File: src/rtl/scoreboard_requester.sv
// Initiator side of the scoreboard request/ack protocol: serialises issuer commands and
// processor-completion flushes into single-cycle scoreboard strobes, one outstanding at a time.
package scoreboard_requester_pkg;
    localparam int PROC_COUNT = 4;
    localparam int CMD_ID_W  = 8;
    localparam int PROC_ID_W = (PROC_COUNT > 1) ? $clog2(PROC_COUNT) : 1;

    typedef struct packed {
        logic [CMD_ID_W-1:0]  cmd_id;
        logic [PROC_ID_W-1:0] proc_id;
    } entry_t;

    typedef enum logic [1:0] {
        OP_LOOKUP = 2'd0,
        OP_INSERT = 2'd1,
        OP_REMOVE = 2'd2,
        OP_RSVD   = 2'd3
    } op_e;

    // FREE shares the encoding of the reserved op, which never reaches ISSUE.
    typedef enum logic [1:0] {
        K_LOOKUP = 2'd0,
        K_INSERT = 2'd1,
        K_REMOVE = 2'd2,
        K_FREE   = 2'd3
    } kind_e;
endpackage

module scoreboard_requester
    import scoreboard_requester_pkg::*;
#(
    parameter int TIMEOUT = 64
) (
    input  logic                  i_clk,
    input  logic                  i_rst,
    input  logic                  i_req_valid,
    output logic                  o_req_ready,
    input  logic [1:0]            i_req_op,
    input  entry_t                i_req_entry,
    input  logic [PROC_COUNT-1:0] i_proc_done,
    output entry_t                o_sb_entry,
    output logic                  o_sb_write,
    output logic                  o_sb_read,
    output logic                  o_sb_flush,
    output logic                  o_sb_flush_val,
    input  logic                  i_sb_ack,
    input  logic                  i_sb_exists,
    input  logic [PROC_ID_W-1:0]  i_sb_id,
    output logic                  o_rsp_valid,
    output logic                  o_rsp_exists,
    output logic [PROC_ID_W-1:0]  o_rsp_proc_id,
    output logic                  o_rsp_timeout,
    output logic                  o_free_valid,
    output logic [PROC_ID_W-1:0]  o_free_proc_id,
    output logic                  o_free_found
);
    localparam int CNT_W = (TIMEOUT > 2) ? $clog2(TIMEOUT) : 1;
    localparam logic [CNT_W-1:0] CNT_LAST = CNT_W'(TIMEOUT - 1);

    typedef enum logic [1:0] {S_IDLE, S_ISSUE, S_WAIT} state_e;

    state_e                state_q;
    kind_e                 kind_q;
    entry_t                entry_q;
    logic [CNT_W-1:0]      cnt_q;
    logic [PROC_COUNT-1:0] pending_q, pending_d, clr_mask;
    logic [PROC_ID_W-1:0]  sel_id;
    logic                  write_q, read_q, flush_q, flush_val_q;
    logic                  rsp_valid_q, rsp_exists_q, rsp_timeout_q;
    logic [PROC_ID_W-1:0]  rsp_proc_id_q;
    logic                  free_valid_q, free_found_q;
    logic [PROC_ID_W-1:0]  free_proc_id_q;

    // NOTE: every always_comb output gets a default first so no latch is inferred.
    always_comb begin
        sel_id = '0;
        for (int n = PROC_COUNT - 1; n >= 0; n--) begin
            if (pending_q[n]) sel_id = PROC_ID_W'(n);
        end
    end

    // A completion arriving while its own flush issues must survive the clear.
    always_comb begin
        clr_mask = '0;
        if (state_q == S_ISSUE && kind_q == K_FREE) clr_mask[entry_q.proc_id] = 1'b1;
        pending_d = (pending_q & ~clr_mask) | i_proc_done;
    end

    assign o_req_ready = (state_q == S_IDLE) && (pending_q == '0) && !i_rst;

    // NOTE: sequential state uses non-blocking assignments only, so every register samples pre-edge values.
    always_ff @(posedge i_clk) begin
        if (i_rst) begin
            state_q        <= S_IDLE;
            kind_q         <= K_LOOKUP;
            entry_q        <= '0;
            cnt_q          <= '0;
            pending_q      <= '0;
            write_q        <= 1'b0;
            read_q         <= 1'b0;
            flush_q        <= 1'b0;
            flush_val_q    <= 1'b0;
            rsp_valid_q    <= 1'b0;
            rsp_exists_q   <= 1'b0;
            rsp_proc_id_q  <= '0;
            rsp_timeout_q  <= 1'b0;
            free_valid_q   <= 1'b0;
            free_proc_id_q <= '0;
            free_found_q   <= 1'b0;
        end else begin
            pending_q      <= pending_d;
            write_q        <= 1'b0;
            read_q         <= 1'b0;
            flush_q        <= 1'b0;
            flush_val_q    <= 1'b0;
            rsp_valid_q    <= 1'b0;
            rsp_exists_q   <= 1'b0;
            rsp_proc_id_q  <= '0;
            rsp_timeout_q  <= 1'b0;
            free_valid_q   <= 1'b0;
            free_proc_id_q <= '0;
            free_found_q   <= 1'b0;
            unique case (state_q)
                S_IDLE: begin
                    if (pending_q != '0) begin
                        entry_q     <= '{cmd_id: '0, proc_id: sel_id};
                        kind_q      <= K_FREE;
                        flush_val_q <= 1'b1;
                        state_q     <= S_ISSUE;
                    end else if (i_req_valid) begin
                        if (op_e'(i_req_op) == OP_RSVD) begin
                            rsp_valid_q <= 1'b1;
                        end else begin
                            entry_q <= i_req_entry;
                            kind_q  <= kind_e'(i_req_op);
                            read_q  <= (op_e'(i_req_op) == OP_LOOKUP);
                            write_q <= (op_e'(i_req_op) == OP_INSERT);
                            flush_q <= (op_e'(i_req_op) == OP_REMOVE);
                            state_q <= S_ISSUE;
                        end
                    end
                end
                S_ISSUE: begin
                    cnt_q   <= '0;
                    state_q <= S_WAIT;
                end
                S_WAIT: begin
                    if (i_sb_ack || cnt_q == CNT_LAST) begin
                        state_q <= S_IDLE;
                        if (kind_q == K_FREE) begin
                            free_valid_q   <= 1'b1;
                            free_proc_id_q <= entry_q.proc_id;
                            free_found_q   <= i_sb_ack && i_sb_exists;
                        end else begin
                            rsp_valid_q   <= 1'b1;
                            rsp_timeout_q <= !i_sb_ack;
                            rsp_exists_q  <= i_sb_ack && (kind_q == K_INSERT || i_sb_exists);
                            rsp_proc_id_q <= i_sb_ack ? i_sb_id : '0;
                        end
                    end else begin
                        cnt_q <= cnt_q + 1'b1;
                    end
                end
                default: state_q <= S_IDLE;
            endcase
        end
    end

    assign o_sb_entry     = entry_q;
    assign o_sb_write     = write_q;
    assign o_sb_read      = read_q;
    assign o_sb_flush     = flush_q;
    assign o_sb_flush_val = flush_val_q;
    assign o_rsp_valid    = rsp_valid_q;
    assign o_rsp_exists   = rsp_exists_q;
    assign o_rsp_proc_id  = rsp_proc_id_q;
    assign o_rsp_timeout  = rsp_timeout_q;
    assign o_free_valid   = free_valid_q;
    assign o_free_proc_id = free_proc_id_q;
    assign o_free_found   = free_found_q;
endmodule

File: config.mk
export PLATFORM = sky130hd
export DESIGN_NAME = scoreboard_requester
export DESIGN_NICKNAME = d
export VERILOG_FILES = /design/src/rtl/scoreboard_requester.sv
export SDC_FILE = /design/constraint.sdc
export NUM_CORES = 1
export LEC_CHECK = 0
export ABC_AREA = 1
export CORE_MARGIN = 5
export CORE_UTILIZATION = 41
export DETAILED_ROUTE_END_ITERATION = 7
export PLACE_DENSITY = 0.85
export SYNTH_ARGS = -nofsm -noshare
export SYNTH_HDL_FRONTEND = slang
export SYNTH_SLANG_ARGS = --single-unit
File: constraint.sdc
create_clock -name i_clk -period 1.1 [get_ports i_clk]
set_input_delay 0.275 -clock i_clk [delete_from_list [all_inputs] [get_ports i_clk]]
set_output_delay 0.275 -clock i_clk [all_outputs]
set_load 0.02 [all_outputs]
After elaboration in Yosys (flattened, before gate mapping). Index checks and enable logic that the tools add are counted.

Magnitude comparators: 2. Muxes and demuxes: 28. Bitwise logic cells: 9. Divide/modulo/power cells: 0. Multiply operators: 0. Add/subtract/negate cells: 1. Reductions and logical operators: 25. Shift operators: 0. Equality and inequality tests: 13.

Operator list (count): 10-bit two-way mux (3); 2-bit two-way mux (11); 6-bit case mux with 2 select lines (1); 5-bit OR reduction (2); 2-bit equality test, second input constant (4); 1-bit two-way mux (8); 4-bit OR reduction (2); 6-bit by 1-bit adder with 6-bit output, second input constant (1); 2-bit by 1-bit equality test with 1-bit output, second input constant (3); 6-bit equality test, second input constant (1); 1-bit logical AND (6); 6-bit two-way mux (1); 2-bit inequality test, second input constant (3); 1-bit inverter (6); 2-bit case mux with 3 select lines (1); 3-bit AND reduction (2); 4-bit AND (1); 2-bit logical NOT (2); 4-bit logical NOT (1); 4-bit two-way mux (1); 4-bit inverter (1); 4-bit OR (1); 2-bit nonzero test (2); 4-bit nonzero test (1); other kinds (11) (13).

Flip-flop bits (word level): 37. Bits in latches: 0. ROM bits: 0. Bits in writable memories: 0. Input bits: 23. Logic and storage cells: 95. Memories: 0. Output and inout bits: 24.

Longest topological paths before layout.
Word-level depth: 8. Mapped depth: 9. Gate-level depth less buffers: 9.

Worst setup path after synthesis. Ideal clock, no wire load.

Path kind: flip-flop to output port. Start point: register state_q[0]. End point: output port o_req_ready. Data required time: 825 ps. Setup slack: -63 ps. Path buffers: 0. Stages on the path, launching flop included: 6. Arrival time: 888 ps. Cell sequence: dfxtp_1 > inv_2 > nand2_4 > inv_1 > nand2_1 > nor2_1.

Word-level cells in the longest chain between the ends: 3.

Ends and longest elaborated chain: from (decl) (RTL line 62) `state_e state_q;`; from (signal assigned) (RTL line 94) `state_q <= S_IDLE;`; from (signal assigned) (RTL line 129) `state_q <= S_ISSUE;`; from (signal assigned) (RTL line 139) `state_q <= S_ISSUE;`; 2-bit logical NOT (RTL line 89) `assign o_req_ready = (state_q == S_IDLE) && (pending_q == '0) && !i_rst;`; 1-bit logical AND (2 in series) (RTL line 89); to (decl) (RTL line 37) `output logic o_req_ready,`.

No other way between the ends.

Worst setup path in the final report.
Start point: register pending_q[3]. End point: register kind_q[1].

Word-level cells in the longest chain between the ends: 3. Elaborated cells on any way between the ends: 5. Those cells by class: eq/ne (1); mux (1); reduce/logical (3).

Ends and longest elaborated chain: from (decl) (RTL line 66) `logic [PROC_COUNT-1:0] pending_q, pending_d, clr_mask;`; from (signal assigned) (RTL line 111) `pending_q <= pending_d;`; 4-bit nonzero test (*) (RTL line 125) `if (pending_q != '0) begin`; 2-bit inequality test (no source line) / 2-bit nonzero test (equally long branches); 3-bit AND reduction (no source line); to (signal assigned) (RTL line 135) `kind_q <= kind_e'(i_req_op);`; to (decl) (RTL line 63) `kind_e kind_q;`.

Mark *: on every way between the ends. The rest lies on a longest branch, timed or not. A chain may end at the register's enable or synchronous reset.

==> flow_summary.json <==
{
  "outcome": "finished, violations left",
  "violations": "negative setup slack",
  "ios": 47,
  "dieWidth_um": 70.9,
  "hp-class": "flop to flop",
  "crit_type": "flop to flop",
  "max_stage_delay_ns": 0.33,
  "wl_per_cell_um": 13.7,
  "grt_overflow": 0,
  "dpl.hpwl_um": 2600,
  "rows": 22,
  "grt_pass1_vias": 1497,
  "cp_slowest_cell": "dfxtp_2",
  "max_freq_mhz": 742,
  "via_per_inst": 4.83,
  "cp_cell_sequence": "nor2_4 > nand3_4 > buf_6 > nor2_4 > nor2_4 > buf_6 > nor2_4 > nor2_1",
  "syn_area_per_cell_sq_um": 7.99,
  "worst_pin_slew_ns": 0.271,
  "clock_skew_ns": 0.00509,
  "syn-num-nets": 214,
  "routabilityCongestion": 0.806,
  "area.sequential_sq_um": 759,
  "dp_slack_ns": -0.711,
  "die-area_sq_um": 5020,
  "final-setup-viol-count": 36,
  "fin_util": 0.710,
  "drive_above_1_share": 0.552,
  "areaGrowthSynthToFinish_pct": 69.8,
  "ys_types": 26,
  "cts_tree": "done",
  "syn-cell-area_sq_um": 1520,
  "crit_cells": 8,
  "r2r_cells": 8,
  "synth.top_cell.area_share": 0.488,
  "startpoint": "pending_q[3]",
  "grt_pass1_wl_um": 6400,
  "rsz0062_at_grt": "true",
  "cp_common_cell": "nor2_4",
  "ir_drop_uv": 634,
  "r2r_start": "pending_q[3]",
  "diodes": 0,
  "clk_pin_slew_worst_paths_ns": 0.07,
  "grt_max_degree": 18,
  "required_ns": 1.27,
  "multi_input_area_sq_um": 906,
  "synth-seq-cells": 37,
  "cp_top_family": "simple AND/OR/NAND/NOR gates",
  "core_region_area_sq_um": 3630,
  "maxCapViolations": 0,
  "leakage_nw": 1.17,
  "vias": 1578,
  "hold_buffers": 0,
  "fillers": 278,
  "synth_top_area_cell": "dfxtp_1",
  "timing.final.crit_share": 1.22,
  "dr.pass1.iters": 4,
  "cts_root_buf": "clkbuf_8",
  "numPortBuffers": 46,
  "clockBufferDepth": 2,
  "yosysWarnings": 0,
  "cts.sinks": 37,
  "cp_max_fo": 4,
  "antenna_found_initial": 0,
  "drc": 0,
  "cp_num_buf_inv": 2,
  "numCtsBuffers": 5,
  "power.density_nw_per_um2": 1210,
  "final_max_slew_viol_count": 0,
  "relSlewSlack": 0.819,
  "hold_depth": 2,
  "antenna_left": 0,
  "grt_usage": 0.160,
  "synth-edff-count": 0,
  "htree_levels": 2,
  "synthCells": 190,
  "synth_area_leaders": "dfxtp_1, nand2_1, nor2_1",
  "critPathLaunchType": "flop",
  "hold_violations": 0,
  "clk_latency_ns": 0.29,
  "die_y_um": 70.9,
  "min_period_ns": 1.35,
  "endpoint_kind": "flop",
  "start_util": 0.418,
  "seq_area_frac_synth": 0.488,
  "timing.hold.ws_ns": 0.444,
  "arrival_ns": 1.52,
  "first_iter_violations": 73,
  "fin_nets": 302,
  "synthFlopType": "dfxtp_1",
  "worstHoldStart": "o_sb_entry[7]",
  "worst_slack_ns": -0.247,
  "async_reset_ff_frac": 0,
  "routed_wl_um": 4470
}
registers in the layout (all words and copies together) (netlist names), 2 cells and up:
| name | cells |
|---|---|
| o_free_proc_id | 2 |
| state_q | 2 |
| pending_q | 4 |
| cnt_q | 6 |
| o_rsp_proc_id | 2 |
| kind_q | 2 |
| o_sb_entry | 10 |
worst paths after layout:
| path | end | slack (ns) |
|---|---|---|
| setup / recovery | kind_q[1] | -0.25 |
| hold / removal | o_sb_entry[7] | 0.44 |
| setup reg to reg | kind_q[1] | -0.25 |
| hold reg to reg | o_sb_entry[7] | 0.44 |
per-layer routing:
metal  wire (um)  GRT usage  part of all wire
met1        1640      0.158              0.37
met2        2340      0.299              0.52
met3         319     0.0668             0.071
met4         165     0.0564             0.037
met5           0          0                 0
placed cells by master (no fill, tap or decap), drive strengths merged, types with 5 or more instances in the layout:
cell           netlist  layout
clkbuf               0       6
dfxtp               37      37
o21ai                8       8
buf                  2      59
nand2               38      38
nand3               20      20
nor2                34      34
clkdlybuf4s50        0      18
inv                 25      25
clkinv               2       5
a21oi               12      12
stage by stage:
stage | area [sq um] | instances | total power, mW | TNS [ns]
floorplan | 1530 | 190 | 1.76 | -0.0793
global placement | 2240 | 308 | 2.06 | -11.84
detailed placement | 2240 | 308 | 2.08 | -12.41
CTS | 2330 | 322 | 2.99 | -3.30
global route | 2580 | 327 | 3.27 | -6.72
finish | 2580 | 327 | 3.13 | -4.45
cell families after synthesis:
logic type      share of synthesized area
simple gates                        0.344
buf+inv                            0.0783
compound gates                     0.0815
fa+ha+maj                         0.00824
flops                               0.488
area by class of cell:
class | instances | area share
clock inverter | 2 | 0.00388
sequential | 37 | 0.295
multi-input combinational | 124 | 0.351
clock buffer | 6 | 0.0281
timing repair buffer | 81 | 0.249
inverter | 27 | 0.0437
timing repair inverter | 2 | 0.00631
tap | 48 | 0.0233
cells in the mapped netlist, types with 3 or more instances:
library cell / number
a21oi_1: 12
nor2_1: 26
nor2_2: 3
o21ai_0: 7
nor2_4: 5
inv_2: 5
inv_1: 19
nand2_1: 34
dfxtp_1: 37
nor3_1: 3
nand4_1: 4
nand3_1: 16
worst reg2reg max path, stage by stage, from the launching register on:
cell	delay, ns
dfxtp_2	0.33
nor2_4	0.14
nand3_4	0.10
buf_6	0.15
nor2_4	0.16
nor2_4	0.08
buf_6	0.14
nor2_4	0.08
nor2_1	0.07
power breakdown:
part	internal, mW	switching (mW)	leakage (nW)
clock network	0.438	0.455	0.0450
registers	1.40	0.0337	0.307
logic	0.365	0.442	0.814
total	2.20	0.930	1.17
repair_timing:
item,CTS,global route
pin swaps,8,20
gates resized for setup,126,67
setup endpoints to repair,55,45
hold endpoints to repair,0,0
setup buffers,4,6
gates cloned,2,0
Power figures use the tool's default switching activity.
